[config.mk]
export PLATFORM = sky130hd
export DESIGN_NAME = h14tx_timings_gen_flat
export DESIGN_NICKNAME = d
export VERILOG_FILES = /design/src/rtl/h14tx_pkg.sv /design/src/rtl/h14tx_timings_gen_if.sv /design/src/rtl/h14tx_island_sched.sv /design/src/rtl/h14tx_timings_gen.sv /design/src/flat_wrapper.sv
export SDC_FILE = /design/constraint.sdc
export NUM_CORES = 1
export LEC_CHECK = 0
export CORE_UTILIZATION = 45
export CTS_BUF_LIST = sky130_fd_sc_hd__clkbuf_16
export DETAILED_ROUTE_END_ITERATION = 6
export GPL_TIMING_DRIVEN = 0
export HOLD_SLACK_MARGIN = 0.06
export PLACE_DENSITY = 0.76
export SLEW_MARGIN = 20
export SYNTH_ARGS = -nofsm -noshare
export SYNTH_HDL_FRONTEND = slang
export SYNTH_HIERARCHICAL = 1
export SYNTH_SLANG_ARGS = --single-unit
[constraint.sdc]
create_clock -name clk -period 3.56 [get_ports clk]
set_input_delay 0.712 -clock clk [delete_from_list [all_inputs] [get_ports clk]]
set_output_delay 0.712 -clock clk [all_outputs]
set_load 0.05 [all_outputs]
[src/rtl/h14tx_pkg.sv]
// Shared types and constants for the HDMI 1.4 TX raster timing generator.
package h14tx_pkg;

  typedef enum logic [2:0] {
    Control       = 3'd0,
    VideoActive   = 3'd1,
    VideoPreamble = 3'd2,
    VideoGuard    = 3'd3,
    DataPreamble  = 3'd4,
    DataGuard     = 3'd5,
    DataActive    = 3'd6
  } period_t;

  typedef enum logic [2:0] {
    IslIdle       = 3'd0,
    IslPreamble   = 3'd1,
    IslLeadGuard  = 3'd2,
    IslData       = 3'd3,
    IslTrailGuard = 3'd4
  } isl_state_t;

  localparam int PreambleLen = 8;
  localparam int GuardLen    = 2;
  localparam int PacketLen   = 32;

endpackage

[src/rtl/h14tx_timings_gen_if.sv]
// Raster/island bus between the timing generator (master) and the TMDS/packet side (slave).
interface h14tx_timings_gen_if #(
  parameter int BitWidth  = 11,
  parameter int BitHeight = 10
);
  import h14tx_pkg::*;

  logic                 enable;
  logic                 island_req;
  logic [4:0]           island_packets;
  logic [BitWidth-1:0]  x;
  logic [BitHeight-1:0] y;
  period_t              timings;
  logic                 hsync;
  logic                 vsync;
  logic                 island_grant;
  logic                 packet_start;
  logic                 frame_start;

  modport master (
    input  enable, island_req, island_packets,
    output x, y, timings, hsync, vsync, island_grant, packet_start, frame_start
  );

  modport slave (
    output enable, island_req, island_packets,
    input  x, y, timings, hsync, vsync, island_grant, packet_start, frame_start
  );

endinterface

[src/rtl/h14tx_island_sched.sv]
// Data-island scheduler: grants a pending island at IslandStart and walks
// preamble / guard / packets / guard. Exposes next-cycle period for the top to register.
module h14tx_island_sched
  import h14tx_pkg::*;
#(
  parameter int BitWidth    = 11,
  parameter int IslandStart = 1300,
  parameter int MaxPackets  = 2
) (
  input  logic                clk,
  input  logic                rst_n,
  input  logic                enable,
  input  logic [BitWidth-1:0] x_d,
  input  logic                island_req,
  input  logic [4:0]          island_packets,
  output logic                isl_act_d,
  output period_t             isl_per_d,
  output logic                grant_q,
  output logic                pstart_q
);

  localparam logic [BitWidth-1:0] StartX = BitWidth'(IslandStart);
  localparam logic [4:0]          MaxPk  = 5'(MaxPackets);

  isl_state_t state_q, state_d;
  logic [4:0] cnt_q, cnt_d, pkt_q, pkt_d, npkt_q, npkt_d;
  logic       grant_d, pstart_d;
  logic       pk_ok;

  assign pk_ok = (island_packets != 5'd0) && (island_packets <= MaxPk);

  always_ff @(posedge clk or negedge rst_n) begin
    if (!rst_n) begin
      state_q  <= IslIdle;
      cnt_q    <= '0;
      pkt_q    <= '0;
      npkt_q   <= '0;
      grant_q  <= 1'b0;
      pstart_q <= 1'b0;
    end else begin
      state_q  <= state_d;
      cnt_q    <= cnt_d;
      pkt_q    <= pkt_d;
      npkt_q   <= npkt_d;
      grant_q  <= grant_d;
      pstart_q <= pstart_d;
    end
  end

  always_comb begin
    state_d = state_q;
    cnt_d   = cnt_q;
    pkt_d   = pkt_q;
    npkt_d  = npkt_q;
    if (enable) begin
      case (state_q)
        IslIdle:
          // x_d == StartX with enable high means x is crossing StartX-1 -> StartX
          if (x_d == StartX && island_req && pk_ok) begin
            state_d = IslPreamble;
            cnt_d   = '0;
            npkt_d  = island_packets;
          end
        IslPreamble:
          if (cnt_q == 5'(PreambleLen-1)) begin
            state_d = IslLeadGuard;
            cnt_d   = '0;
          end else cnt_d = cnt_q + 5'd1;
        IslLeadGuard:
          if (cnt_q == 5'(GuardLen-1)) begin
            state_d = IslData;
            cnt_d   = '0;
            pkt_d   = '0;
          end else cnt_d = cnt_q + 5'd1;
        IslData:
          if (cnt_q == 5'(PacketLen-1)) begin
            cnt_d = '0;
            if (pkt_q == npkt_q - 5'd1) state_d = IslTrailGuard;
            else                        pkt_d   = pkt_q + 5'd1;
          end else cnt_d = cnt_q + 5'd1;
        IslTrailGuard:
          if (cnt_q == 5'(GuardLen-1)) begin
            state_d = IslIdle;
            cnt_d   = '0;
          end else cnt_d = cnt_q + 5'd1;
        default: state_d = IslIdle;
      endcase
    end
  end

  always_comb begin
    isl_act_d = (state_d != IslIdle);
    case (state_d)
      IslPreamble:                 isl_per_d = DataPreamble;
      IslLeadGuard, IslTrailGuard: isl_per_d = DataGuard;
      IslData:                     isl_per_d = DataActive;
      default:                     isl_per_d = Control;
    endcase
    // pulses freeze during a stall so they can reappear once enable returns
    grant_d  = enable ? (state_q == IslIdle && state_d == IslPreamble) : grant_q;
    pstart_d = enable ? (state_d == IslData && cnt_d == 5'd0)          : pstart_q;
  end

endmodule

[src/rtl/h14tx_timings_gen.sv]
// HDMI 1.4 TX raster timing generator: pixel/line counters, registered sync,
// period classification and data-island scheduling, all aligned to current (x,y).
module h14tx_timings_gen
  import h14tx_pkg::*;
#(
  parameter int   BitWidth     = 11,
  parameter int   BitHeight    = 10,
  parameter int   FrameWidth   = 1650,
  parameter int   FrameHeight  = 750,
  parameter int   ActiveWidth  = 1280,
  parameter int   ActiveHeight = 720,
  parameter int   HSyncStart   = 1390,
  parameter int   HSyncWidth   = 40,
  parameter int   VSyncStart   = 725,
  parameter int   VSyncWidth   = 5,
  parameter logic SyncPolarity = 1'b1,
  parameter int   IslandStart  = 1300,
  parameter int   MaxPackets   = 2
) (
  input logic               clk,
  input logic               rst_n,
  h14tx_timings_gen_if.master bus
);

  if (IslandStart < ActiveWidth + 4) begin : g_chk_island_start
    $fatal(1, "IslandStart must be at least ActiveWidth+4");
  end
  if (IslandStart + 12 + PacketLen*MaxPackets + 4 > FrameWidth - 10) begin : g_chk_island_end
    $fatal(1, "island does not fit before the video preamble");
  end
  if (HSyncStart + HSyncWidth > FrameWidth) begin : g_chk_hsync
    $fatal(1, "hsync exceeds the line");
  end
  if (VSyncStart + VSyncWidth > FrameHeight) begin : g_chk_vsync
    $fatal(1, "vsync exceeds the frame");
  end
  if (MaxPackets < 1 || MaxPackets > 18) begin : g_chk_maxpk
    $fatal(1, "MaxPackets must be in 1..18");
  end

  localparam logic [BitWidth-1:0]  XLast  = BitWidth'(FrameWidth-1);
  localparam logic [BitHeight-1:0] YLast  = BitHeight'(FrameHeight-1);
  localparam logic [BitWidth-1:0]  XAct   = BitWidth'(ActiveWidth);
  localparam logic [BitHeight-1:0] YAct   = BitHeight'(ActiveHeight);
  localparam logic [BitHeight-1:0] YGEnd  = BitHeight'(ActiveHeight-1);
  localparam logic [BitWidth-1:0]  XVPre  = BitWidth'(FrameWidth-10);
  localparam logic [BitWidth-1:0]  XVGrd  = BitWidth'(FrameWidth-2);
  localparam logic [BitWidth:0]    HsB    = (BitWidth+1)'(HSyncStart);
  localparam logic [BitWidth:0]    HsE    = (BitWidth+1)'(HSyncStart+HSyncWidth);
  localparam logic [BitHeight:0]   VsB    = (BitHeight+1)'(VSyncStart);
  localparam logic [BitHeight:0]   VsE    = (BitHeight+1)'(VSyncStart+VSyncWidth);

  logic [BitWidth-1:0]  x_q, x_d;
  logic [BitHeight-1:0] y_q, y_d;
  period_t              timings_q, timings_d;
  logic                 hsync_q, hsync_d, vsync_q, vsync_d;
  logic                 frame_start_q, frame_start_d;
  logic                 guard_line;
  logic                 isl_act_d, grant_q, pstart_q;
  period_t              isl_per_d;

  always_ff @(posedge clk or negedge rst_n) begin
    if (!rst_n) begin
      x_q           <= '0;
      y_q           <= '0;
      timings_q     <= VideoActive;
      hsync_q       <= ~SyncPolarity;
      vsync_q       <= ~SyncPolarity;
      frame_start_q <= 1'b0;
    end else begin
      x_q           <= x_d;
      y_q           <= y_d;
      timings_q     <= timings_d;
      hsync_q       <= hsync_d;
      vsync_q       <= vsync_d;
      frame_start_q <= frame_start_d;
    end
  end

  always_comb begin
    x_d = x_q;
    y_d = y_q;
    if (bus.enable) begin
      if (x_q == XLast) begin
        x_d = '0;
        y_d = (y_q == YLast) ? '0 : y_q + 1'b1;
      end else begin
        x_d = x_q + 1'b1;
      end
    end
  end

  h14tx_island_sched #(
    .BitWidth    (BitWidth),
    .IslandStart (IslandStart),
    .MaxPackets  (MaxPackets)
  ) u_island (
    .clk            (clk),
    .rst_n          (rst_n),
    .enable         (bus.enable),
    .x_d            (x_d),
    .island_req     (bus.island_req),
    .island_packets (bus.island_packets),
    .isl_act_d      (isl_act_d),
    .isl_per_d      (isl_per_d),
    .grant_q        (grant_q),
    .pstart_q       (pstart_q)
  );

  // Every registered output is derived from the next counter values so it lines up with x/y.
  always_comb begin
    guard_line = (y_d < YGEnd) || (y_d == YLast);
    timings_d  = Control;
    if (x_d < XAct && y_d < YAct)          timings_d = VideoActive;
    else if (isl_act_d)                    timings_d = isl_per_d;
    else if (guard_line && x_d >= XVGrd)   timings_d = VideoGuard;
    else if (guard_line && x_d >= XVPre)   timings_d = VideoPreamble;
    hsync_d = ({1'b0, x_d} >= HsB && {1'b0, x_d} < HsE) ? SyncPolarity : ~SyncPolarity;
    vsync_d = ({1'b0, y_d} >= VsB && {1'b0, y_d} < VsE) ? SyncPolarity : ~SyncPolarity;
    frame_start_d = bus.enable ? (x_d == '0 && y_d == '0) : frame_start_q;
  end

  assign bus.x            = x_q;
  assign bus.y            = y_q;
  assign bus.timings      = timings_q;
  assign bus.hsync        = hsync_q;
  assign bus.vsync        = vsync_q;
  assign bus.island_grant = grant_q & bus.enable;
  assign bus.packet_start = pstart_q & bus.enable;
  assign bus.frame_start  = frame_start_q & bus.enable;

endmodule
[src/flat_wrapper.sv]
// flat-port wrapper written by rule: the top's interface ports become plain ports
module h14tx_timings_gen_flat import h14tx_pkg::*;
#(
  parameter int   BitWidth     = 11,
  parameter int   BitHeight    = 10,
  parameter int   FrameWidth   = 1650,
  parameter int   FrameHeight  = 750,
  parameter int   ActiveWidth  = 1280,
  parameter int   ActiveHeight = 720,
  parameter int   HSyncStart   = 1390,
  parameter int   HSyncWidth   = 40,
  parameter int   VSyncStart   = 725,
  parameter int   VSyncWidth   = 5,
  parameter logic SyncPolarity = 1'b1,
  parameter int   IslandStart  = 1300,
  parameter int   MaxPackets   = 2
)
  (clk, rst_n, bus_enable, bus_island_req, bus_island_packets, bus_x, bus_y, bus_timings, bus_hsync, bus_vsync, bus_island_grant, bus_packet_start, bus_frame_start);
  h14tx_timings_gen_if #(.BitWidth(BitWidth), .BitHeight(BitHeight)) bus_i ();
  input logic clk;
  input logic rst_n;
  input wire logic [$bits(bus_i.enable)-1:0] bus_enable;
  input wire logic [$bits(bus_i.island_req)-1:0] bus_island_req;
  input wire logic [$bits(bus_i.island_packets)-1:0] bus_island_packets;
  output wire logic [$bits(bus_i.x)-1:0] bus_x;
  output wire logic [$bits(bus_i.y)-1:0] bus_y;
  output wire logic [$bits(bus_i.timings)-1:0] bus_timings;
  output wire logic [$bits(bus_i.hsync)-1:0] bus_hsync;
  output wire logic [$bits(bus_i.vsync)-1:0] bus_vsync;
  output wire logic [$bits(bus_i.island_grant)-1:0] bus_island_grant;
  output wire logic [$bits(bus_i.packet_start)-1:0] bus_packet_start;
  output wire logic [$bits(bus_i.frame_start)-1:0] bus_frame_start;
  assign bus_i.enable = bus_enable;
  assign bus_i.island_req = bus_island_req;
  assign bus_i.island_packets = bus_island_packets;
  assign bus_x = bus_i.x;
  assign bus_y = bus_i.y;
  assign bus_timings = bus_i.timings;
  assign bus_hsync = bus_i.hsync;
  assign bus_vsync = bus_i.vsync;
  assign bus_island_grant = bus_i.island_grant;
  assign bus_packet_start = bus_i.packet_start;
  assign bus_frame_start = bus_i.frame_start;
  h14tx_timings_gen #(.BitWidth(BitWidth), .BitHeight(BitHeight), .FrameWidth(FrameWidth), .FrameHeight(FrameHeight), .ActiveWidth(ActiveWidth), .ActiveHeight(ActiveHeight), .HSyncStart(HSyncStart), .HSyncWidth(HSyncWidth), .VSyncStart(VSyncStart), .VSyncWidth(VSyncWidth), .SyncPolarity(SyncPolarity), .IslandStart(IslandStart), .MaxPackets(MaxPackets)) u_core (.clk(clk), .rst_n(rst_n), .bus(bus_i));
endmodule
==> results.txt, run 1 <==
----------------------------------------------------
[Status]
  Run status ... finished, violations left
  Violated checks ... negative setup slack

[Drt]
  Average vias per placed instance ... 6.04
  1st-iter DRT viols ... 214
  Final ANT Viol Nets ... 0
  Via Count ... 3270
  Total detailed-routing wirelength ... 9020 um
  Total iterations of the first detailed-routing run ... 5
  Remaining routing DRC violations ... 0
  Avg WL per Cell ... 16.7 um

[Synth]
  Number of enable flip-flop cells after synthesis ... 0
  Synthesis Warnings ... 6
  Syn avg cell area ... 8.94 um^2
  Number of storage elements in the synthesis netlist ... 47
  Async set-or-reset flop fraction in the synthesized netlist ... 100%
  Post-Syn Area ... 3300 um^2
  Predominant post-synthesis flop cell ... sky130_fd_sc_hd__dfrtp_1
  Number of distinct library cells after synthesis ... 75
  Sequential element share of the synthesized area ... 35.7%
  Post-Synthesis Net Count ... 387
  Cell count after synthesis ... 369

[Worst setup path]
  Required time of the critical path ... 3.79 ns
  Maximum single-stage delay on the critical path ... 0.53 ns
  Depth of the critical timing path with buffers and inverters included ... 16
  Classification of the worst setup path ... flop to flop
  Arrival time reported for the critical path endpoint ... 4.05 ns
  Cell count of the worst reg-to-reg path ... 16
  Worst-path cell with the longest stage delay ... sky130_fd_sc_hd__or4_1
  Kind of end point of the critical path ... flop
  CP cell instances ... inv_2 > ha_4 > and4b_2 > and4_1 > buf_6 > buf_8 > nor2_4 > nor4b_4 > and3_4 > and4_4 > a2111o_1 > or3_4 > or3b_4 > or4_1 > o21ai_1 > o211a_1
  Largest fanout on the critical path ... 5
  Top cell family by delay on the critical path ... simple AND/OR/NAND/NOR gates
  Sort of element at the start of the critical path ... flop
  Buffers plus inverters on the worst setup path ... 3

[Finish]
  # fillers ... 545
  Post-layout net count ... 462
  Area delta synth->final ... 34.0%
  Fraction of layout instances using a drive strength above 1 ... 23.8%
  Number of inserted diodes ... 0

[Die]
  Core Region ... 6940 um^2
  Count of pins on the block boundary ... 38
  Width of the die ... 87.6 um
  Number of core rows ... 30
  Area of the die ... 7680 um^2
  Die extent in y ... 87.6 um
  Starting density of the core ... 47.5%

[GRT]
  Routing usage on met1 ... 31.8%
  Number of antenna violations at the first check in global routing ... 0
  Global-route wire length before repair ... 14500 um
  GR Layer Usage met3 ... 3.58%
  Total overflow reported by the global router ... 0
  All-Layer GR Usage ... 24.2%
  Highest-utilization routing layer at the global route stage ... met2
  Met2 GRT Util ... 39.9%
  Number of global-route vias before repair ... 3023
  Maximum number of pins on one net before global-route repair ... 32

[Timing]
  Tcrit/Tclk final ... 108%
  Slew Limit Fails ... 0
  RSZ-0062 raised after global routing ... yes
  Maximum frequency from static timing analysis ... 261 MHz
  Worst-case headroom to the max-slew limit ... 55.4%
  Total setup violations reported at the end of the flow ... 2
  Least setup slack across all paths after layout ... -0.268 ns
  Min cycle time layout ... 3.83 ns
  Transition time of the tightest slew-check pin ... 0.668 ns
  Hold Violations, Final ... 0
  Final setup skew ... 0.00701 ns

[Clock network]
  Register clock-pin slew on the reported worst setup and hold paths ... 0.07 ns
  Quantity of hold-fixing buffers added after cts ... 0
  Clock tree from TritonCTS ... done
  Clock latency of the later-clocked register in the worst-skew pair ... 0.29 ns
  Clock tree sinks ... 47
  Master cell of the clock root buffer ... sky130_fd_sc_hd__clkbuf_16
  Number of clock buffers inserted by TritonCTS ... 5
  Buffer levels on the longest clock path ... 2
  H-Tree Level Count ... 2

[Power and ir drop]
  Leakage component of the power ... 1.87 nW
  Power per Cell Area ... 460 nW/um^2
  Worst IR drop on VDD ... 0.266 mV
  Total power after layout ... 2.04 mW

[Place]
  Weighted congestion at the end of routability-driven global placement ... 0.916
  Placed wire-length estimate ... 5850 um
  Setup WS pre-CTS ... -1.28 ns
  Port bufs ... 37

[Run]
  Max-cap check violation count ... 0

[Worst hold path]
  Type of the worst min-delay path ... input pin to async pin

----------------------------------------------------
routing by layer:
| metal | vias up | wire (um) |
|---|---|---|
| li1 | 1528 | - |
| met1 | 1561 | 3760 |
| met2 | 152 | 4460 |
| met3 | 29 | 526 |
| met4 | 0 | 275 |
| met5 | - | 0 |
synthesized netlist by cell type, types with 5 or more instances:
library cell | instances | area (um^2)
sky130_fd_sc_hd__dfrtp_1 | 46 | 1150
sky130_fd_sc_hd__nand2_1 | 34 | 128
sky130_fd_sc_hd__nor2_1 | 21 | 78.8
sky130_fd_sc_hd__inv_1 | 19 | 71.3
sky130_fd_sc_hd__a21oi_1 | 15 | 75.1
sky130_fd_sc_hd__xor2_1 | 15 | 131
sky130_fd_sc_hd__clkbuf_1 | 14 | 52.6
sky130_fd_sc_hd__o21ai_0 | 14 | 70.1
sky130_fd_sc_hd__nand3_1 | 13 | 65.1
sky130_fd_sc_hd__and2_1 | 9 | 56.3
sky130_fd_sc_hd__and3_1 | 9 | 56.3
sky130_fd_sc_hd__ha_1 | 9 | 113
sky130_fd_sc_hd__nand2b_1 | 8 | 50.1
sky130_fd_sc_hd__nand4_1 | 8 | 50.1
sky130_fd_sc_hd__xnor2_1 | 8 | 70.1
sky130_fd_sc_hd__nor2b_1 | 7 | 43.8
sky130_fd_sc_hd__nor3_1 | 7 | 35.0
sky130_fd_sc_hd__nor4_1 | 7 | 43.8
sky130_fd_sc_hd__a21o_1 | 5 | 37.5
sky130_fd_sc_hd__a31oi_1 | 5 | 31.3
sky130_fd_sc_hd__and4_1 | 5 | 43.8
sky130_fd_sc_hd__nor4b_1 | 5 | 43.8
sky130_fd_sc_hd__o31ai_1 | 5 | 37.5
sky130_fd_sc_hd__or2_2 | 5 | 31.3
final cells by class:
cell class	instances	area [um^2]	share of cell area, %
Tap cell	96	120	2.72
Sequential cell	47	1190	26.9
Buffer	14	91.3	2.07
Clock inverter	3	16.3	0.368
Clock buffer	5	125	2.83
Multi-Input combinational cell	285	2170	49.1
Timing Repair Buffer	72	639	14.5
Inverter	19	71.3	1.61
repair_timing:
action                                  in CTS  in global routing
endpoints found under the setup margin       4                  4
buffers inserted                            23                 11
pin swaps                                   16                 16
resized for setup                           26                 14
flip-flops by register name, summed over array words and instances, names as in the netlist:
signal,cells
u_core/u_island/pstart_q,1
u_core/u_island/npkt_q,5
u_core/bus.timings,3
u_core/bus.hsync,1
u_core/bus.x,11
u_core/u_island/grant_q,1
u_core/bus.vsync,1
u_core/u_island/state_q,3
u_core/u_island/pkt_q,5
u_core/u_island/cnt_q,5
u_core/frame_start_q,1
u_core/bus.y,10
cell usage in the layout (no fill, tap or decap), drive strengths merged, types with 8 or more instances in the layout:
master	synthesis	final
nor4	9	9
dfrtp	46	46
and2	10	10
nand4	9	9
xor2	15	15
ha	9	9
o21ai	16	16
nand2b	8	8
xnor2	8	8
buf	4	42
a21oi	16	16
clkbuf	14	14
and3	9	9
nand2	34	34
nand3	13	13
nor2	21	21
clkdlybuf4s50	0	35
inv	19	20
per-stage QoR:
step	area (um^2)	setup TNS [ns]	hold WS [ns]	cells	util, %
floorplan	3380	-0.632	0.416	369	-
global placement	3870	-3.43	0.458	502	55.8
detailed placement	3890	-3.47	0.465	503	56.0
CTS	4290	-0.724	0.372	531	61.8
global route	4420	-0.700	0.395	541	63.7
finish	4420	-0.431	0.362	541	63.7
report_power, final:
part | switching [mW] | internal, mW | leakage (nW)
Clock | 0.206 | 0.257 | 0.0710
Combinational | 0.486 | 0.368 | 1.20
Sequential | 0.113 | 0.608 | 0.591
Total | 0.804 | 1.23 | 1.87
cell families after synthesis:
family                   synth area share (%)
buffers and inverters                    4.44
multiplexers                             1.29
flip-flops                               35.7
XOR/XNOR                                 6.10
adder cells (fa/ha/maj)                  3.41
AND/OR/NAND/NOR                          29.1
AO/OA/AOI/OAI                            20.0
final timing paths:
kind | from | end | slack [ns]
worst max-delay path | u_core/bus.x[1]$_DFF_PN0_ | u_core/bus.timings[1]$_DFF_PN0_ | -0.27
worst min-delay path | rst_n | u_core/bus.x[5]$_DFF_PN0_ | 0.36
worst max register to register | u_core/bus.x[1]$_DFF_PN0_ | u_core/bus.timings[1]$_DFF_PN0_ | -0.27
worst min register to register | u_core/u_island/grant_q$_DFFE_PN0P_ | u_core/u_island/grant_q$_DFFE_PN0P_ | 0.48
max in group asynchronous | rst_n | u_core/bus.timings[0]$_DFF_PN1_ | 2.60
min in group clk | u_core/u_island/grant_q$_DFFE_PN0P_ | u_core/u_island/grant_q$_DFFE_PN0P_ | 0.48
worst reg2reg max path, delay by kind of cell, from the launching register on:
| family | cells | cell delay [ns] |
|---|---|---|
| fa+ha+maj | 1 | 0.12 |
| buf+inv | 3 | 0.32 |
| compound gates | 3 | 0.61 |
| flops | 1 | 0.42 |
| simple gates | 9 | 2.31 |
Power figures use the tool's default switching activity.
==> run 2, diff against run 1 <==
Settings changed: CORE_UTILIZATION 45 to 40, GPL_TIMING_DRIVEN 0 to default, PLACE_DENSITY 0.76 to 0.69, SLEW_MARGIN 20 to default.
==> run 2 against run 1 <==
- the run still ends with negative setup slack left
- clock power increased by 16%
- clock-buffer cell count unchanged
- design area increased by 0.99%
- utilization decreased by 6.8 points
- critical path depth decreased by 2
- via count decreased by 3.3%
- cell count increased by 2.4%
- sequential share of layout area decreased by 0.26 points
- register-to-register slack improved by 0.18 ns
- combinational power increased by 8.3%
- critical path type unchanged
- largest cell class unchanged
- highest routed layer unchanged
==> results.txt, run 2 (synthesized netlist as in run 1, its figures left out) <==
----------------------------------------------------
[Timing]
  Final setup skew ... 0.00656 ns
  Hold Violations, Final ... 0
  Total setup violations reported at the end of the flow ... 2
  Least setup slack across all paths after layout ... -0.0920 ns
  Worst-case headroom to the max-slew limit ... 30.3%
  Tcrit/Tclk final ... 103%
  Maximum frequency from static timing analysis ... 274 MHz
  RSZ-0062 raised after global routing ... yes
  Worst hold margin ... 0.481 ns
  Transition time of the tightest slew-check pin ... 1.05 ns
  Setup_tns ... -0.0985 ns
  Min cycle time layout ... 3.65 ns
  Slew Limit Fails ... 0

[Die]
  Count of pins on the block boundary ... 38
  Core Region ... 7850 um^2
  Die extent in y ... 92.8 um
  Width of the die ... 92.8 um
  Number of core rows ... 32
  Area of the die ... 8620 um^2
  Starting density of the core ... 42.1%

[Place]
  Setup WS pre-CTS ... -0.769 ns
  Number of cells in the design after placement ... 542
  Port bufs ... 37
  Weighted congestion at the end of routability-driven global placement ... 0.848
  Placed wire-length estimate ... 6620 um

[Worst hold path]
  Type of the worst min-delay path ... flop to flop

[Drt]
  1st-iter DRT viols ... 172
  Via Count ... 3163
  Average vias per placed instance ... 5.71
  Remaining routing DRC violations ... 0
  Avg WL per Cell ... 15.9 um
  Total detailed-routing wirelength ... 8810 um
  Final ANT Viol Nets ... 0
  Total iterations of the first detailed-routing run ... 4

[GRT]
  All-Layer GR Usage ... 21.2%
  Number of global-route vias before repair ... 2987
  Global-route wire length before repair ... 14500 um
  Number of antenna violations at the first check in global routing ... 0
  Total overflow reported by the global router ... 0
  Maximum number of pins on one net before global-route repair ... 48

[Worst setup path]
  Arrival time reported for the critical path endpoint ... 3.89 ns
  Maximum single-stage delay on the critical path ... 0.44 ns
  Largest fanout on the critical path ... 4
  CP cell instances ... inv_2 > ha_4 > and4b_2 > and3_4 > o41ai_2 > nor4b_1 > and3_1 > and4_1 > a2111o_1 > or3_4 > or3b_4 > or4_1 > o21ai_1 > o211a_1
  Sort of element at the start of the critical path ... flop
  Top cell family by delay on the critical path ... simple AND/OR/NAND/NOR gates
  Required time of the critical path ... 3.79 ns
  Kind of end point of the critical path ... flop
  Worst-path cell with the longest stage delay ... sky130_fd_sc_hd__dfrtp_2
  Buffers plus inverters on the worst setup path ... 1
  Classification of the worst setup path ... flop to flop

[Clock network]
  Register clock-pin slew on the reported worst setup and hold paths ... 0.07 ns
  Number of clock buffers inserted by TritonCTS ... 5
  Clock latency of the later-clocked register in the worst-skew pair ... 0.29 ns
  Master cell of the clock root buffer ... sky130_fd_sc_hd__clkbuf_16
  Quantity of hold-fixing buffers added after cts ... 0
  Clock tree sinks ... 47
  Buffer levels on the longest clock path ... 2
  Clock tree from TritonCTS ... done
  H-Tree Level Count ... 2

[Status]
  Run status ... finished, violations left
  Violated checks ... negative setup slack

[Finish]
  Fraction of layout instances using a drive strength above 1 ... 25.4%
  Number of inserted diodes ... 0
  # fillers ... 720
  Flip-flop count of the largest register after layout ... 11
  Area delta synth->final ... 35.3%
  End-of-flow core utilization ... 56.9%
  Most frequent cells in the layout ... sky130_fd_sc_hd__buf_4 (53), sky130_fd_sc_hd__dfrtp_1 (37), sky130_fd_sc_hd__nand2_1 (33), sky130_fd_sc_hd__clkdlybuf4s50_1 (32), sky130_fd_sc_hd__nor2_1 (19)
  Post-route insts no fill ... 554
  Most common library cell in the layout ignoring fill and taps ... sky130_fd_sc_hd__buf_4
  Post-layout net count ... 469

[Power and ir drop]
  Cell internal power dissipation ... 1.37 mW
  Power spent charging and discharging nets ... 0.819 mW
  Leakage component of the power ... 1.95 nW
  Share of power burned in registers ... 33.3%
  Power per Cell Area ... 490 nW/um^2
  Switching part of the total power ... 37.4%
  Part of the total power dissipated in combinational logic ... 42.2%
  Clock network fraction of total power ... 24.5%
  Worst IR drop on VDD ... 0.247 mV

[Run]
  Max-cap check violation count ... 0

----------------------------------------------------
## run 2: layout make-up
class	count	area, um^2	area share, %
multi-input cells	285	2090	46.8
well taps	102	128	2.86
clock buffers	5	125	2.80
repair buffers	93	822	18.4
flip-flops and latches	47	1190	26.6
clock inverters	3	42.5	0.952
inverters	19	71.3	1.60
## run 2: routing by layer
layer	GRT usage (%)	part of all wire [%]	vias up
met4	5.38	1.3	0
met1	28.3	45	1549
met2	35.0	49	78
met5	0	0	-
met3	3.94	4.9	13
li1	-	-	1523
## run 2: worst paths after layout
kind / end / from / cells after the start / slack [ns]
setup / recovery: u_core/bus.timings[1]$_DFF_PN0_ / u_core/bus.x[1]$_DFF_PN0_ / 14 / -0.09
hold / removal: u_core/u_island/grant_q$_DFFE_PN0P_ / u_core/u_island/grant_q$_DFFE_PN0P_ / 1 / 0.48
setup reg to reg: u_core/bus.timings[1]$_DFF_PN0_ / u_core/bus.x[1]$_DFF_PN0_ / 14 / -0.09
hold reg to reg: u_core/u_island/grant_q$_DFFE_PN0P_ / u_core/u_island/grant_q$_DFFE_PN0P_ / 1 / 0.48
max in group asynchronous: u_core/bus.x[2]$_DFF_PN0_ / rst_n / 1 / 2.25
min in group asynchronous: u_core/bus.x[7]$_DFF_PN0_ / rst_n / 1 / 0.61
## run 2: metrics by stage
stage	cell area (um^2)	total power, mW
final	4470	2.19
after floorplan	3380	1.22
after CTS	4370	2.14
after detailed placement	4180	1.60
after global routing	4470	2.30
after global placement	4180	1.57
## run 2: repair_timing
action / CTS / global route
setup endpoints to repair: 3 / 2
setup buffers: 1 / 3
resized for setup: 10 / 13
pin swaps: 1 / 6
## run 2: power by group through the flow
stage / logic, mW / registers, mW / clock network (mW)
2_1_floorplan: 0.404 / 0.813 / 0
3_3_place_gp: 0.849 / 0.726 / 0
3_5_place_dp: 0.869 / 0.728 / 0
4_1_cts: 0.874 / 0.718 / 0.545
5_1_grt: 0.987 / 0.740 / 0.571
6_report: 0.924 / 0.729 / 0.538
